<file path="src/rtl/pipe_stall_ctrl.sv">
// Pipeline stall/flush sequencer: per-stage enables and clears, MD busy counter, flush deferral.
// Optional STALL_PERF_EN adds a free-running stall-cycle counter output.
module pipe_stall_ctrl #(
    parameter int unsigned MULT_LAT = 5,
    parameter int unsigned DIV_LAT  = 10,
    parameter int unsigned CNT_W    = 4
) (
    input  logic              clk,
    input  logic              reset,
    input  logic              D_md_req,
    input  logic              D_hz_stall,
    input  logic              E_md_start,
    input  logic              E_md_div,
    input  logic              M_wait,
    input  logic              flush_req,
    output logic              PC_en,
    output logic              FD_en,
    output logic              DE_en,
    output logic              EM_en,
    output logic              MW_en,
    output logic              FD_clear,
    output logic              DE_clear,
    output logic              EM_clear,
    output logic              MW_clear,
    output logic              md_busy,
    output logic              md_done,
    output logic              flush_pend
`ifdef STALL_PERF_EN
    ,
    output logic [31:0]       stall_cycles
`endif
);

    localparam logic [CNT_W-1:0] MultLoad = CNT_W'(MULT_LAT);
    localparam logic [CNT_W-1:0] DivLoad  = CNT_W'(DIV_LAT);
    localparam logic [CNT_W-1:0] CntOne   = CNT_W'(1);

    typedef enum logic [0:0] {StRun, StFlushPend} pend_state_e;

    pend_state_e      state_q, state_d;
    logic [CNT_W-1:0] cnt_q, cnt_d;
    logic             pend;
    logic             eff_flush;
    logic             d_stall;

    assign pend       = (state_q == StFlushPend);
    assign eff_flush  = (flush_req | pend) & ~M_wait;
    assign md_busy    = (cnt_q != '0);
    assign d_stall    = D_hz_stall | (D_md_req & (md_busy | E_md_start));
    assign flush_pend = pend;
    // A flush aborts the MD operation, so the final count step never reports done.
    assign md_done    = reset & (cnt_q == CntOne) & ~eff_flush;

    always_ff @(posedge clk or negedge reset) begin
        if (!reset) begin
            state_q <= StRun;
            cnt_q   <= '0;
        end else begin
            state_q <= state_d;
            cnt_q   <= cnt_d;
        end
    end

    // Flush arriving under a memory freeze is held until the freeze lifts.
    always_comb begin
        state_d = state_q;
        unique case (state_q)
            StRun: begin
                if (flush_req && M_wait) begin
                    state_d = StFlushPend;
                end
            end
            StFlushPend: begin
                if (!M_wait) begin
                    state_d = StRun;
                end
            end
            default: state_d = StRun;
        endcase
    end

    always_comb begin
        cnt_d = cnt_q;
        if (eff_flush) begin
            cnt_d = '0;
        end else if (md_busy) begin
            cnt_d = cnt_q - CntOne;
        end else if (E_md_start) begin
            cnt_d = E_md_div ? DivLoad : MultLoad;
        end
    end

    always_comb begin
        PC_en    = 1'b0;
        FD_en    = 1'b0;
        DE_en    = 1'b0;
        EM_en    = 1'b0;
        MW_en    = 1'b0;
        FD_clear = 1'b0;
        DE_clear = 1'b0;
        EM_clear = 1'b0;
        MW_clear = 1'b0;
        if (reset) begin
            if (M_wait) begin
                // Full freeze: nothing moves and no bubble is inserted.
            end else if (eff_flush) begin
                PC_en    = 1'b1;
                FD_en    = 1'b1;
                DE_en    = 1'b1;
                EM_en    = 1'b1;
                MW_en    = 1'b1;
                FD_clear = 1'b1;
                DE_clear = 1'b1;
                EM_clear = 1'b1;
            end else if (d_stall) begin
                DE_en    = 1'b1;
                EM_en    = 1'b1;
                MW_en    = 1'b1;
                DE_clear = 1'b1;
            end else begin
                PC_en = 1'b1;
                FD_en = 1'b1;
                DE_en = 1'b1;
                EM_en = 1'b1;
                MW_en = 1'b1;
            end
        end
    end

`ifdef STALL_PERF_EN
    logic [31:0] stall_q;

    always_ff @(posedge clk or negedge reset) begin
        if (!reset) begin
            stall_q <= '0;
        end else if (!PC_en) begin
            stall_q <= stall_q + 32'd1;
        end
    end

    assign stall_cycles = stall_q;
`endif

endmodule

</file>
<file path="config.mk">
export PLATFORM = sky130hd
export DESIGN_NAME = pipe_stall_ctrl
export DESIGN_NICKNAME = d
export VERILOG_FILES = /design/src/rtl/pipe_stall_ctrl.sv
export SDC_FILE = /design/constraint.sdc
export NUM_CORES = 1
export LEC_CHECK = 0
export BUFFER_PORTS_ARGS = -buffer_cell sky130_fd_sc_hd__buf_2
export CORE_AREA = 2 2 39 41
export CTS_CLUSTER_DIAMETER = 150
export DETAILED_ROUTE_END_ITERATION = 10
export DIE_AREA = 0 0 41 43
export PLACE_DENSITY = 0.58
export SKIP_CTS_REPAIR_TIMING = 1
export SLEW_MARGIN = 20
export SYNTH_ARGS = -nofsm -noshare
export SYNTH_HDL_FRONTEND = slang
export SYNTH_SLANG_ARGS = --single-unit
</file>
<file path="constraint.sdc">
create_clock -name clk -period 2.3 [get_ports clk]
set_input_delay 0.115 -clock clk [delete_from_list [all_inputs] [get_ports clk]]
set_output_delay 0.115 -clock clk [all_outputs]
set_load 0.005 [all_outputs]
</file>
=== After elaboration in Yosys (flattened, before gate mapping) ===
Index checks and enable logic that the tools add are counted.

* Register bits after elaboration: 5
* Input port bits: 8
* Output and inout bits: 12
* Logic and storage cells: 37

* Add/sub/neg operators: 1
* Equality and inequality tests: 1
* Multiplexer cells: 20
* Bitwise operators: 10
* Reduce and logical (&&, ||, !) cells: 3

{| class="wikitable"
|+ Operator list
! cell !! number
|-
| $mux 4 || 4
|-
| $mux 1 || 15
|-
| $and 1x1->1 || 4
|-
| $eq 4x1->1 const B || 1
|-
| $reduce_bool 4->1 || 1
|-
| $sub 4x1->4 const B || 1
|-
| $not 1->1 || 3
|-
| $or 1x1->1 || 3
|-
| $reduce_bool 3->1 || 1
|-
| $pmux 1 s2 || 1
|-
| $logic_and 1x1->1 || 1
|}

=== Longest topological paths before layout ===
* Depth in word-level cells: 8
* Mapped depth: 6

=== Least setup slack after synthesis ===
Ideal clock, no wire load.

* Kind: flip-flop to output port
* From: register cnt_q[0]
* To: output port PC_en
* Data arrival time: 1.539 ns
* Data required time: 2.185 ns
* Path slack: 0.646 ns
* Cell stages (with the launch flop): 7
* Cells stage by stage: dfrtp_1 inv_1 ha_1 or4b_1 a21oi_1 o31a_1 buf_4

* Longest elaborated chain between the ends: 8

{| class="wikitable"
|+ Ends and longest elaborated chain
! element !! RTL line !! text
|-
| from (decl) || 41 || <nowiki>logic [CNT_W-1:0] cnt_q, cnt_d;</nowiki>
|-
| from (signal assigned) || 60 || <nowiki>cnt_q <= cnt_d;</nowiki>
|-
| $reduce_bool 4->1 || 48 || <nowiki>assign md_busy = (cnt_q != '0);</nowiki>
|-
| $or 1x1->1 || 49 || <nowiki>assign d_stall = D_hz_stall | (D_md_req & (md_busy | E_md_start));</nowiki>
|-
| $and 1x1->1 || 49 ||
|-
| $or 1x1->1 || 49 ||
|-
| $mux 1 (4 in a row) || n/a ||
|-
| to (decl) || 16 || <nowiki>output logic PC_en,</nowiki>
|}

No other way between the ends.

=== Worst setup path after layout ===
* From: register cnt_q[0]
* To: output port FD_en

* Longest elaborated chain between the ends: 8

{| class="wikitable"
|+ Ends and longest elaborated chain
! element !! RTL line !! text
|-
| $reduce_bool 4->1 || 48 ||
|-
| $or 1x1->1 || 49 ||
|-
| $and 1x1->1 || 49 ||
|-
| $or 1x1->1 || 49 ||
|-
| $mux 1 || 115 || <nowiki>end else if (d_stall) begin</nowiki>
|-
| $mux 1 || 106 || <nowiki>end else if (eff_flush) begin</nowiki>
|-
| $mux 1 || 104 || <nowiki>if (M_wait) begin</nowiki>
|-
| $mux 1 || 103 || <nowiki>if (reset) begin</nowiki>
|-
| to (decl) || 17 || <nowiki>output logic FD_en,</nowiki>
|}

No other way between the ends.

==> flow_summary.yaml <==
status:
  status: "finished, final reports clean"
pwr:
  power_density_mw_per_mm2: 1030
  p_leak_nw: 0.246
  max-vdd-ir-drop_uv: 501
clock_network:
  clkTransAtPathRegs_ns: 0.04
  clockBufferDepth: 2
  cts_num_sinks: 5
  clk_latency_ns: 0.24
  cts_root_buf: "clkbuf_4"
  tritoncts: "done"
  cts_made_buffers: 3
  cts_max_level: 1
worst_hold_path:
  hp-class: "input port to flop"
drt:
  wl_per_cell_um: 10.7
  drt_pass1_iterations: 3
  drt_iter0_drc: 5
  wirelength_um: 825
  dr_total_vias: 386
  ant_nets: 0
  drc: 0
  viasPerCell: 5.01
cells_and_area:
  multiInputGateArea_sq_um: 203
  mostFrequentLayoutCell: "buf_2"
  n_antenna_cell: 0
  area_delta_synth_final_pct: 27.2
  nets: 72
  fillCellCount: 151
  final_cell_mix: "18 x buf_2, 5 x dfrtp_1, 4 x nor2b_1"
  drive_above_1_share_pct: 36.1
  design_area_sq_um: 485
  seqCellArea_sq_um: 125
timing:
  fin_setup_tns_ns: 0
  drv_slew: 0
  finClkSkew_ns: 0.00109
  fin_crit_ns: 1.97
  finalCritPeriodShare_pct: 85.8
  fmax_ghz: 0.507
  hold_viol: 0
  setup_viol: 0
  rsz0062_at_grt: "no"
grt:
  grt_pass1_vias: 338
  grt-ovfl-total: 0
  grt_pass1_wl_um: 1280
  track_usage_pct: 11.3
  grt_max_degree: 8
  antenna_found_initial: 0
run:
  maxCapViolCount: 0
placement:
  place_area_sq_um: 449
  gp_congestion: 0.807
  port_buffers: 18
  dp_hpwl_um: 653
logic_synthesis:
  syn-mean-instance-area_sq_um: 8.67
  yosysUniqueCellTypes: 21
  syn-num-nets: 54
  netlist_instances: 44
  ys_seq_elements: 5
  synth_area_sq_um: 382
  yosysWarningCount: 0
  ys_seq_area_share_pct: 32.8
worst_setup_path:
  crit_fanout: 6
  cp_slowest_stage_delay_ns: 0.44
  r2r_setup_slack_ns: 0.67
  cp_slowest_cell: "or4b_1"
  crit_required_ns: 2.18
  worstSetupEndpointType: "primary output"
  crit_type: "flop to primary output"
  path_cells: "inv_1 > ha_1 > or4b_1 > a21oi_1 > o31a_1 > buf_2"
  critPathArrivalTime_ns: 1.86
  startpoint_type: "flop"
die:
  fp.dieH_um: 43
  coreArea_sq_mm: 0.00138
  die_w_um: 41
  die_area_sq_mm: 0.00176
  io_pins: 20
  row_count: 14
  initial_core_util_pct: 27.6
metrics by stage:
stage / cells / hold slack, ns / utilization (%) / power, mW / worst slack [ns]
2_1_floorplan: 44 / -0.181 / - / 0.340 / 0.646
3_3_place_gp: 72 / -0.0525 / 32.5 / 0.396 / 0.623
6_report: 77 / 0.133 / 35.1 / 0.499 / 0.326
5_1_grt: 77 / 0.142 / 35.1 / 0.554 / 0.232
3_5_place_dp: 72 / -0.0459 / 32.5 / 0.398 / 0.578
4_1_cts: 76 / -0.310 / 34.4 / 0.508 / 0.310
layer usage:
metal | vias to the layer above | part of all wire [%] | global-route usage (%)
met5 | - | 0 | 0
met4 | 0 | 0 | 4.00
met3 | 0 | 8.8 | 7.85
met2 | 17 | 49 | 16.6
met1 | 179 | 42 | 12.4
li1 | 190 | - | -
where the power goes:
group / switching (mW) / internal (mW) / total (mW)
Clock: 0.0347 / 0.0655 / 0.100
Combinational: 0.109 / 0.114 / 0.224
Sequential: 0.0514 / 0.124 / 0.175
Total: 0.195 / 0.304 / 0.499
kinds of logic (layout without fill, tap and decap cells):
family	after synthesis	count (layout)	synth area share [%]
AND/OR/NAND/NOR	16	16	24.6
AO/OA/AOI/OAI	11	11	21.0
buffers and inverters	9	26	14.1
flip-flops	5	5	32.8
adder cells (fa/ha/maj)	2	2	6.56
other	1	1	0.983
cells in the mapped netlist:
library cell | number | area [sq um]
nand2_1 | 1 | 3.75
o21ai_0 | 1 | 5.00
dfrtp_1 | 5 | 125
nor4_1 | 2 | 12.5
a21oi_1 | 3 | 15.0
conb_1 | 1 | 3.75
inv_1 | 3 | 11.3
buf_4 | 5 | 37.5
a211oi_2 | 1 | 12.5
a311oi_1 | 1 | 8.76
nand2b_1 | 2 | 12.5
or4b_1 | 1 | 10.0
or3b_1 | 1 | 8.76
buf_2 | 1 | 5.00
nor3_1 | 2 | 10.0
ha_1 | 2 | 25.0
a211oi_1 | 3 | 22.5
o31a_1 | 1 | 8.76
nor2_1 | 3 | 11.3
a21o_1 | 1 | 7.51
nor2b_1 | 4 | 25.0
worst max-delay path: cells and delay by family, from the launching register on:
kind	cells	cell delay, ns
compound gates	2	0.35
fa+ha+maj	1	0.20
buf+inv	2	0.20
flops	1	0.43
simple gates	1	0.44
worst paths after layout:
| kind | startpoint | to | cells past startpoint |
|---|---|---|---|
| setup / recovery | cnt_q[0]$_DFFE_PN0P_ | FD_en | 6 |
| hold / removal | M_wait | flush_pend$_DFF_PN0_ | 2 |
| setup reg to reg | cnt_q[0]$_DFFE_PN0P_ | cnt_q[0]$_DFFE_PN0P_ | 5 |
| hold reg to reg | cnt_q[3]$_DFFE_PN0P_ | cnt_q[3]$_DFFE_PN0P_ | 1 |
| max in group asynchronous | reset | cnt_q[0]$_DFFE_PN0P_ | 2 |
| min in group asynchronous | reset | cnt_q[3]$_DFFE_PN0P_ | 2 |
state kept, by name (all words and copies together), names as in the netlist:
signal / count
cnt_q: 4
flush_pend: 1
final cells by class:
| cell class | instances | area share, % |
|---|---|---|
| Clock buffer | 4 | 5.41 |
| Inverter | 3 | 2.32 |
| Multi-Input combinational cell | 30 | 41.8 |
| Tap cell | 16 | 4.12 |
| Timing Repair Buffer | 19 | 20.6 |
| Sequential cell | 5 | 25.8 |
No activity file was read; power rests on OpenSTA's default activity.
